$ cat config.mk
export PLATFORM = sky130hd
export DESIGN_NAME = mux_sel_pipe
export DESIGN_NICKNAME = d
export VERILOG_FILES = /design/src/rtl/mux_sel_pipe.sv
export SDC_FILE = /design/constraint.sdc
export NUM_CORES = 1
export LEC_CHECK = 0
export ABC_AREA = 1
export BUFFER_PORTS_ARGS = -buffer_cell sky130_fd_sc_hd__buf_2
export CORE_ASPECT_RATIO = 1.75
export CORE_MARGIN = 2
export CORE_UTILIZATION = 25
export DETAILED_ROUTE_END_ITERATION = 16
export SLEW_MARGIN = 20
export SYNTH_ARGS = -nofsm -noshare
export SYNTH_HDL_FRONTEND = slang
export SYNTH_SLANG_ARGS = --single-unit
$ cat constraint.sdc
create_clock -name clk -period 2.7 [get_ports clk]
set_input_delay 0.81 -clock clk [delete_from_list [all_inputs] [get_ports clk]]
set_output_delay 0.81 -clock clk [all_outputs]
set_load 0.01 [all_outputs]
$ cat src/rtl/mux_sel_pipe.sv
// mux_sel_pipe: registered N:1 channel selector with valid/ready handshake,
// out-of-range reporting and an auto-scan mode.
// Ports: clk, reset (async, active-high), mode (0 direct / 1 scan), sel,
//   in_data (packed channels), in_valid/in_ready (request side),
//   out_data/out_sel/out_err/out_valid/out_ready (registered result side),
//   err_cnt (8-bit saturating error count, only with MUX_SEL_ERR_CNT_EN).
module mux_sel_pipe #(
  parameter int unsigned NUM_INPUTS = 31,
  parameter int unsigned DATA_W     = 2,
  parameter int unsigned SEL_W      = 5,
  parameter logic [DATA_W-1:0] DEFAULT_VAL = '0
) (
  input  logic                         clk,
  input  logic                         reset,
  input  logic                         mode,
  input  logic [SEL_W-1:0]             sel,
  input  logic [NUM_INPUTS*DATA_W-1:0] in_data,
  input  logic                         in_valid,
  output logic                         in_ready,
  output logic [DATA_W-1:0]            out_data,
  output logic [SEL_W-1:0]             out_sel,
  output logic                         out_err,
  output logic                         out_valid,
  input  logic                         out_ready
`ifdef MUX_SEL_ERR_CNT_EN
  ,
  output logic [7:0]                   err_cnt
`endif
);

  localparam logic [SEL_W-1:0] LAST_IDX = SEL_W'(NUM_INPUTS - 1);

  logic [DATA_W-1:0] out_data_q, out_data_d;
  logic [SEL_W-1:0]  out_sel_q, out_sel_d;
  logic              out_err_q, out_err_d;
  logic              out_valid_q, out_valid_d;
  logic [SEL_W-1:0]  scan_q, scan_d;

  logic              accept;
  logic [SEL_W-1:0]  idx;
  logic [DATA_W-1:0] pick;
  logic              hit;

  assign in_ready = !out_valid_q || out_ready;
  assign accept   = in_valid && in_ready;
  assign idx      = mode ? scan_q : sel;

  // One explicit equality decode per channel; an index with no
  // matching channel falls through to DEFAULT_VAL and flags an error.
  always_comb begin
    pick = DEFAULT_VAL;
    hit  = 1'b0;
    for (int k = 0; k < NUM_INPUTS; k++) begin
      if (idx == SEL_W'(k)) begin
        pick = in_data[k*DATA_W +: DATA_W];
        hit  = 1'b1;
      end
    end
  end

  always_comb begin
    out_data_d  = out_data_q;
    out_sel_d   = out_sel_q;
    out_err_d   = out_err_q;
    out_valid_d = out_valid_q;
    scan_d      = scan_q;
    if (accept) begin
      out_data_d  = pick;
      out_sel_d   = idx;
      out_err_d   = !hit;
      out_valid_d = 1'b1;
      if (mode) begin
        scan_d = (scan_q == LAST_IDX) ? '0 : scan_q + 1'b1;
      end
    end else if (out_ready) begin
      out_valid_d = 1'b0;
    end
  end

  always_ff @(posedge clk or posedge reset) begin
    if (reset) begin
      out_data_q  <= '0;
      out_sel_q   <= '0;
      out_err_q   <= 1'b0;
      out_valid_q <= 1'b0;
      scan_q      <= '0;
    end else begin
      out_data_q  <= out_data_d;
      out_sel_q   <= out_sel_d;
      out_err_q   <= out_err_d;
      out_valid_q <= out_valid_d;
      scan_q      <= scan_d;
    end
  end

  assign out_data  = out_data_q;
  assign out_sel   = out_sel_q;
  assign out_err   = out_err_q;
  assign out_valid = out_valid_q;

`ifdef MUX_SEL_ERR_CNT_EN
  logic [7:0] err_cnt_q, err_cnt_d;

  // Saturates at 255 so a stuck bad select cannot wrap to a clean count.
  always_comb begin
    err_cnt_d = err_cnt_q;
    if (accept && !hit && (err_cnt_q != 8'hFF)) begin
      err_cnt_d = err_cnt_q + 8'd1;
    end
  end

  always_ff @(posedge clk or posedge reset) begin
    if (reset) begin
      err_cnt_q <= '0;
    end else begin
      err_cnt_q <= err_cnt_d;
    end
  end

  assign err_cnt = err_cnt_q;
`else
`endif

endmodule

==> reports/metrics.json, run 1 <==
{
  "clk_root_buffer_cell": {"value": "sky130_fd_sc_hd__clkbuf_8"},
  "num_antenna_cells": {"value": 0},
  "timing.critical_path.to": {"value": "out_data[0]$_DFFE_PP0P_"},
  "power_leakage": {"value": 1.35, "unit": "nW"},
  "detailed_placer_s_ending_hpwl": {"value": 4700, "unit": "um"},
  "layout.nets": {"value": 467},
  "power.share.combinational": {"value": 60.3, "unit": "%"},
  "core_area": {"value": 6130, "unit": "um^2"},
  "synth_sequential_area_ratio": {"value": 22.4, "unit": "%"},
  "post_synth_instance_area": {"value": 1560, "unit": "um^2"},
  "route.detailed.vias_per_inst": {"value": 4.49},
  "num_io_pins": {"value": 82},
  "layout_commonest_cell": {"value": "sky130_fd_sc_hd__buf_2"},
  "drc": {"value": 0},
  "clock_tree_from_tritoncts": {"value": "done"},
  "clk_transition_reported_paths": {"value": 0.06, "unit": "ns"},
  "fin_crit": {"value": 2.63, "unit": "ns"},
  "skew": {"value": 0.00283, "unit": "ns"},
  "cp-end-kind": {"value": "flip-flop"},
  "via_count": {"value": 2121},
  "numPortBuffers": {"value": 81},
  "max_slew_margin": {"value": 62.3, "unit": "%"},
  "die_h": {"value": 109, "unit": "um"},
  "setup.worst_path.class": {"value": "in2reg"},
  "hold_path_class": {"value": "reg2reg"},
  "final_core_util": {"value": 41.1, "unit": "%"},
  "worst_margin_pin_slew": {"value": 0.564, "unit": "ns"},
  "cts-root-to-sink-buffers": {"value": 2},
  "synthesis.nets": {"value": 347},
  "yosysUniqueCellTypes": {"value": 27},
  "avgSynthCellArea": {"value": 5.72, "unit": "um^2"},
  "grt_setup_unrepaired": {"value": "true"},
  "run_status": {"value": "finished clean"},
  "grt_util_met2": {"value": 33.2, "unit": "%"},
  "initial_core_util": {"value": 25.5, "unit": "%"},
  "antenna_violating_nets_post_route": {"value": 0},
  "critical-path-slowest-cell": {"value": "sky130_fd_sc_hd__buf_4"},
  "timing.final.hold_violations": {"value": 0},
  "layout-drive-gt1-share": {"value": 41.8, "unit": "%"},
  "wire_length_of_the_first_global_routing_pass": {"value": 8850, "unit": "um"},
  "grt_most_used_layer": {"value": "met2"},
  "fin_worst_hold_slack": {"value": 0.481, "unit": "ns"},
  "power_frac_seq": {"value": 24.2, "unit": "%"},
  "number_of_buffers_added_by_the_clock_tree_synthesis_step": {"value": 3},
  "setup_violations": {"value": 0},
  "gr-usage-met3": {"value": 1.46, "unit": "%"},
  "power.share.clock": {"value": 15.5, "unit": "%"},
  "cpMostUsedCell": {"value": "sky130_fd_sc_hd__nand2_1"},
  "most-common-layout-cells": {"value": "sky130_fd_sc_hd__buf_2, sky130_fd_sc_hd__nand2_1, sky130_fd_sc_hd__inv_1"},
  "fin_tns_setup": {"value": 0, "unit": "ns"},
  "launch_point_of_the_worst_reg_to_reg_path": {"value": "scan_q[1]$_DFFE_PP0P_"},
  "critPathTopFamily": {"value": "simple AND/OR/NAND/NOR gates"},
  "p_switching": {"value": 0.000595, "unit": "W"},
  "number_of_instances_in_the_synthesized_netlist": {"value": 273},
  "ys_ff_latch": {"value": 14},
  "p_per_area": {"value": 539, "unit": "nW/um^2"},
  "grt_max_degree": {"value": 15},
  "worst-path-stages": {"value": 23},
  "worst_hold_path.num_cells": {"value": 2},
  "worst_ir_drop_vdd": {"value": 0.389, "unit": "mV"},
  "yosys_warnings": {"value": 0},
  "critical-path-max-stage-delay": {"value": 0.23, "unit": "ns"},
  "crit-reg2reg-capture": {"value": "out_data[0]$_DFFE_PP0P_"},
  "place_area": {"value": 2300, "unit": "um^2"},
  "worst_r2r_path_depth": {"value": 23},
  "path_cells": {"value": "buf_12 -> clkinv_8 -> o21ai_4 -> buf_4 -> nor2_1 -> nand2_1 -> nand4_1 -> nand2_1 -> nand3_1 -> nand2_1 -> nand3_1 -> nand2_1 -> nand3_1 -> nand2_1 -> nand4_1 -> nand2_1 -> nand4_1 -> nand2_1 -> nand4_1 -> nor2_1 -> nand3_1 -> nand2_1 -> nand2_1"},
  "avgRoutedWirePerCell": {"value": 11.7, "unit": "um"},
  "cellInternalPower": {"value": 0.000765, "unit": "W"},
  "worst_skew_pair.late_latency": {"value": 0.25, "unit": "ns"},
  "worstSetupStartpointType": {"value": "input pin"},
  "drt_first_pass_iters": {"value": 4},
  "regToRegSetupSlack": {"value": 0.28, "unit": "ns"},
  "grt_pass1_vias": {"value": 2115},
  "min-delay-start": {"value": "out_data[0]$_DFFE_PP0P_"},
  "gpl.final_weighted_congestion": {"value": 0.795},
  "fmax": {"value": 380, "unit": "MHz"},
  "finalPower": {"value": 0.00136, "unit": "W"},
  "antenna_violations_before_repair": {"value": 0},
  "swShare": {"value": 43.7, "unit": "%"},
  "period_share": {"value": 97.4, "unit": "%"},
  "grtUsageMet1": {"value": 16.0, "unit": "%"},
  "crit_required": {"value": 2.84, "unit": "ns"},
  "postRouteWirelength": {"value": 5540, "unit": "um"},
  "count_of_final_max_slew_check_failures": {"value": 0},
  "startpoint": {"value": "mode"},
  "grt_util_all_layers": {"value": 16.1, "unit": "%"},
  "floorplan.die_area": {"value": 6920, "unit": "um^2"},
  "fp-row-count": {"value": 38},
  "maxCapViolations": {"value": 0},
  "critical_path_buf_inv_count": {"value": 3},
  "cp.arrival": {"value": 2.77, "unit": "ns"},
  "path_max_fanout": {"value": 10},
  "area_growth_syn_to_layout": {"value": 61.5, "unit": "%"},
  "fin_area": {"value": 2520, "unit": "um^2"},
  "gr-total-overflow": {"value": 0},
  "die_x": {"value": 63.8, "unit": "um"},
  "detailedRoute.firstIterationViolations": {"value": 48},
  "count_of_clock_tree_sinks": {"value": 14},
  "cts.htree.levels": {"value": 1}
}
[metrics by stage]
stage / setup slack, ns / std cells
detailed placement: -0.336 / 464
global route: -0.208 / 472
CTS: 0.00147 / 468
floorplan: 0.127 / 273
global placement: -0.321 / 464
finish: 0.0708 / 472
[cells in the mapped netlist (all sizes together)]
cell | number | area (um^2)
o32ai | 2 | 17.5
or2 | 3 | 18.8
nor3 | 7 | 35.0
o31ai | 5 | 37.5
ha | 2 | 25.0
buf | 2 | 11.3
clkbuf | 1 | 3.75
nand4 | 9 | 56.3
a31oi | 1 | 6.26
nand3 | 24 | 130
dfrtp | 14 | 350
inv | 50 | 188
nor2 | 41 | 179
a21oi | 13 | 65.1
clkinv | 1 | 3.75
nand2 | 87 | 374
and3 | 2 | 12.5
o21ai | 9 | 48.8
[flip-flops by register name (all words and copies together), names as in the netlist]
register and cells:
out_sel 5, out_valid 1, out_err 1, out_data 2, scan_q 5
[power groups by stage]
stage               combinational (W)  sequential, W  clock (W)
global placement             0.000741       0.000329          0
floorplan                    0.000427       0.000338          0
finish                       0.000820       0.000329   0.000211
global route                 0.000928       0.000338   0.000225
CTS                          0.000757       0.000329   0.000216
detailed placement           0.000747       0.000331          0
[area by class of cell]
class                           count  area (um^2)
Tap cell                           80          100
Timing Repair Buffer              118          702
Inverter                           51          209
Multi-Input combinational cell    205         1110
Clock buffer                        4         55.1
Fill cell                         691         3610
Sequential cell                    14          350
[layer usage]
layer,wire length (um),up-vias
met5,0,-
met2,3190,56
met4,119,0
met3,212,10
met1,2010,952
li1,-,1103
[how the worst min path moves through the flow]
stage	to	slack [ns]
floorplan	out_data[0]$_DFFE_PP0P_	0.52
global route	out_sel[2]$_DFFE_PP0P_	0.51
global placement	out_data[0]$_DFFE_PP0P_	0.47
detailed placement	out_data[0]$_DFFE_PP0P_	0.47
finish	out_data[0]$_DFFE_PP0P_	0.48
CTS	out_data[0]$_DFFE_PP0P_	0.49
[worst reg2reg max path: stages, from the launching register on]
cell	delay (ns)
sky130_fd_sc_hd__dfrtp_1	0.43
sky130_fd_sc_hd__inv_1	0.07
sky130_fd_sc_hd__nand2_1	0.09
sky130_fd_sc_hd__nand2_4	0.13
sky130_fd_sc_hd__inv_4	0.06
sky130_fd_sc_hd__nor2_4	0.14
sky130_fd_sc_hd__inv_2	0.07
sky130_fd_sc_hd__nor2_2	0.10
sky130_fd_sc_hd__inv_2	0.06
sky130_fd_sc_hd__nor2_4	0.08
sky130_fd_sc_hd__inv_1	0.06
sky130_fd_sc_hd__or2_0	0.19
sky130_fd_sc_hd__nand2_1	0.07
sky130_fd_sc_hd__nand3_1	0.06
sky130_fd_sc_hd__nand2_1	0.06
sky130_fd_sc_hd__nand4_1	0.07
sky130_fd_sc_hd__nand2_1	0.06
sky130_fd_sc_hd__nand4_1	0.07
sky130_fd_sc_hd__nand2_1	0.07
sky130_fd_sc_hd__nand4_1	0.09
sky130_fd_sc_hd__nor2_1	0.10
sky130_fd_sc_hd__nand3_1	0.07
sky130_fd_sc_hd__nand2_1	0.06
sky130_fd_sc_hd__nand2_1	0.05
[repair_timing]
item / CTS / global route
hold buffers: 0 / 0
pin swaps: 0 / 12
gates resized for setup: 4 / 31
buffers inserted: 0 / 4
endpoints found under the setup margin: 2 / 2
[kinds of logic after synthesis]
family                   after synthesis  share of synthesized area, %
AND/OR/NAND/NOR                      173                          51.6
AO/OA/AOI/OAI                         30                          11.2
flip-flops                            14                          22.4
buffers and inverters                 54                          13.2
adder cells (fa/ha/maj)                2                          1.60
Power figures use the tool's default switching activity.
==> run 2: changes to the inputs <==
--- a/config.mk
+++ b/config.mk
@@ -9,8 +9,9 @@
 export BUFFER_PORTS_ARGS = -buffer_cell sky130_fd_sc_hd__buf_2
 export CORE_ASPECT_RATIO = 1.75
 export CORE_MARGIN = 2
-export CORE_UTILIZATION = 25
+export CORE_UTILIZATION = 45
 export DETAILED_ROUTE_END_ITERATION = 16
+export PLACE_DENSITY = 0.8
 export SLEW_MARGIN = 20
 export SYNTH_ARGS = -nofsm -noshare
 export SYNTH_HDL_FRONTEND = slang
==> run 2 against run 1 <==
Die area is 43% lower. Register-to-register slack worse by 0.02 ns. Worst hold slack better by 0.0037 ns. First-iteration DRC count is 2.1% lower. Global-route usage is 8.5 points higher. Clock skew is 0.0016 ns lower. Wire length is 5.3% lower. Critical path type unchanged. Highest routed layer unchanged.
==> reports/metrics.json, run 2 (synthesis gave the netlist of run 1 again) <==
{
  "clock_tree_from_tritoncts": {"value": "done"},
  "count_of_clock_tree_sinks": {"value": 14},
  "die_h": {"value": 82.0, "unit": "um"},
  "most-common-layout-cells": {"value": "sky130_fd_sc_hd__buf_2, sky130_fd_sc_hd__nand2_1, sky130_fd_sc_hd__inv_1"},
  "min_delay_worst_endpoint": {"value": "out_data[0]$_DFFE_PP0P_"},
  "detailed_placer_s_ending_hpwl": {"value": 4190, "unit": "um"},
  "worst_r2r_path_depth": {"value": 23},
  "setup_violations": {"value": 0},
  "critical-path-slowest-cell": {"value": "sky130_fd_sc_hd__or2_0"},
  "antenna_violations_before_repair": {"value": 0},
  "wire_length_of_the_first_global_routing_pass": {"value": 7850, "unit": "um"},
  "num_io_pins": {"value": 82},
  "floorplan.die_area": {"value": 3980, "unit": "um^2"},
  "path_cells": {"value": "buf_12 -> clkinv_8 -> nand2_4 -> nand2_4 -> inv_4 -> nor2_4 -> inv_2 -> nor2_2 -> inv_2 -> nor2_4 -> inv_2 -> or2_0 -> nand2_1 -> nand3_2 -> nand2_1 -> nand4_1 -> nand2_1 -> nand4_1 -> nand2_1 -> nand4_1 -> nor2_1 -> nand3_1 -> nand2_1 -> nand2_1"},
  "fmax": {"value": 374, "unit": "MHz"},
  "regToRegSetupSlack": {"value": 0.26, "unit": "ns"},
  "critPathTopFamily": {"value": "simple AND/OR/NAND/NOR gates"},
  "power_leakage": {"value": 1.35, "unit": "nW"},
  "skew": {"value": 0.00122, "unit": "ns"},
  "clk_root_buffer_cell": {"value": "sky130_fd_sc_hd__clkbuf_8"},
  "postRouteWirelength": {"value": 5240, "unit": "um"},
  "area_growth_syn_to_layout": {"value": 56.7, "unit": "%"},
  "layout-drive-gt1-share": {"value": 42.1, "unit": "%"},
  "final_core_util": {"value": 72.8, "unit": "%"},
  "filler_free_cell_count_of_the_finished_design": {"value": 437},
  "route.detailed.vias_per_inst": {"value": 5.03},
  "worst_ir_drop_vdd": {"value": 0.524, "unit": "mV"},
  "min-delay-start": {"value": "out_data[0]$_DFFE_PP0P_"},
  "cp.arrival": {"value": 2.80, "unit": "ns"},
  "p_per_area": {"value": 540, "unit": "nW/um^2"},
  "gpl.final_weighted_congestion": {"value": 0.955},
  "worst_hold_path.num_cells": {"value": 2},
  "cts-root-to-sink-buffers": {"value": 2},
  "timing.final.hold_violations": {"value": 0},
  "grt_max_degree": {"value": 15},
  "worstSetupStartpointType": {"value": "input pin"},
  "launch_point_of_the_worst_reg_to_reg_path": {"value": "scan_q[1]$_DFFE_PP0P_"},
  "period_share": {"value": 99.0, "unit": "%"},
  "grt_pass1_vias": {"value": 2082},
  "cpMostUsedCell": {"value": "sky130_fd_sc_hd__nand2_1"},
  "worst_skew_pair.late_latency": {"value": 0.24, "unit": "ns"},
  "antenna_violating_nets_post_route": {"value": 0},
  "worst_margin_pin_slew": {"value": 0.528, "unit": "ns"},
  "layout.nets": {"value": 468},
  "number_of_buffers_added_by_the_clock_tree_synthesis_step": {"value": 3},
  "fin_crit": {"value": 2.67, "unit": "ns"},
  "cp-end-kind": {"value": "flip-flop"},
  "clk_transition_reported_paths": {"value": 0.05, "unit": "ns"},
  "drc": {"value": 0},
  "crit-reg2reg-capture": {"value": "out_data[0]$_DFFE_PP0P_"},
  "run_status": {"value": "finished clean"},
  "gr-total-overflow": {"value": 0},
  "maxCapViolations": {"value": 0},
  "avgRoutedWirePerCell": {"value": 12.0, "unit": "um"},
  "dpl.cell_count": {"value": 428},
  "max_slew_margin": {"value": 64.8, "unit": "%"},
  "setup.worst_path.class": {"value": "in2reg"},
  "critical-path-max-stage-delay": {"value": 0.19, "unit": "ns"},
  "critical_path_buf_inv_count": {"value": 6},
  "grt_setup_unrepaired": {"value": "true"},
  "core_area": {"value": 3360, "unit": "um^2"},
  "numPortBuffers": {"value": 81},
  "path_max_fanout": {"value": 8},
  "crit_required": {"value": 2.83, "unit": "ns"},
  "via_count": {"value": 2198},
  "fp-row-count": {"value": 28},
  "die_x": {"value": 48.5, "unit": "um"},
  "grt_util_all_layers": {"value": 24.5, "unit": "%"},
  "drt_first_pass_iters": {"value": 4},
  "count_of_final_max_slew_check_failures": {"value": 0},
  "fill_cells": {"value": 292},
  "detailedRoute.firstIterationViolations": {"value": 47},
  "holdBufCountCts": {"value": 0},
  "fin_worst_hold_slack": {"value": 0.484, "unit": "ns"},
  "hold_path_class": {"value": "reg2reg"},
  "initial_core_util": {"value": 46.5, "unit": "%"},
  "layout_commonest_cell": {"value": "sky130_fd_sc_hd__buf_2"},
  "num_antenna_cells": {"value": 0},
  "cts.htree.levels": {"value": 1}
}
## run 2: through the flow
step	TNS, ns	area [um^2]	total power, W	setup slack (ns)
6_report	0	2450	0.00132	0.0271
5_1_grt	-0.287	2450	0.00145	-0.236
4_1_cts	0	2290	0.00124	0.00512
3_5_place_dp	-0.496	2250	0.00107	-0.294
3_3_place_gp	-0.407	2250	0.00105	-0.266
2_1_floorplan	0	1560	0.000765	0.127
## run 2: worst max path at each step
| stage | slack (ns) | from | cells after the start | endpoint |
|---|---|---|---|---|
| 6_report | 0.03 | mode | 24 | out_data[0]$_DFFE_PP0P_ |
| 5_1_grt | -0.24 | mode | 26 | out_data[0]$_DFFE_PP0P_ |
| 4_1_cts | 0.005 | mode | 24 | out_data[0]$_DFFE_PP0P_ |
| 3_5_place_dp | -0.29 | mode | 24 | out_data[0]$_DFFE_PP0P_ |
| 3_3_place_gp | -0.27 | mode | 24 | out_data[0]$_DFFE_PP0P_ |
| 2_1_floorplan | 0.13 | mode | 23 | out_data[0]$_DFFE_PP0P_ |
## run 2: final cells by class
cell class                      instances  area [um^2]  share of cell area (%)
Timing Repair Buffer                  119          709                    29.0
Clock buffer                            3         41.3                    1.69
Multi-Input combinational cell        205         1080                    44.2
Inverter                               51          209                    8.53
Tap cell                               45         56.3                    2.30
Sequential cell                        14          350                    14.3
## run 2: timing repair
| action | 4_1_cts | 5_1_grt |
|---|---|---|
| pin swaps | 0 | 17 |
| resized for setup | 1 | 34 |
| gates cloned | 0 | 0 |
| setup endpoints to repair | 1 | 2 |
| setup buffers | 0 | 6 |
## run 2: where the power goes
part / internal [W] / total (W) / leakage [nW] / switching (W)
Combinational: 0.000364 / 0.000827 / 1.16 / 0.000464
Clock: 0.0000983 / 0.000164 / 0.0216 / 0.0000652
Sequential: 0.000276 / 0.000331 / 0.170 / 0.0000552
Total: 0.000738 / 0.00132 / 1.35 / 0.000584
## run 2: routing by layer
metal  vias to the layer above  wire [um]  GRT usage [%]
li1                       1102          -              -
met3                        14        210           3.09
met4                         0        131           12.0
met5                         -          0              0
met2                        68       3100           53.3
met1                      1014       1800           21.4
## run 2: tightest hold or removal path, cell delays in order, from the launching register on
cell and delay [ns]:
sky130_fd_sc_hd__dfrtp_1 0.34, sky130_fd_sc_hd__nand2_1 0.05, sky130_fd_sc_hd__nand2_1 0.05
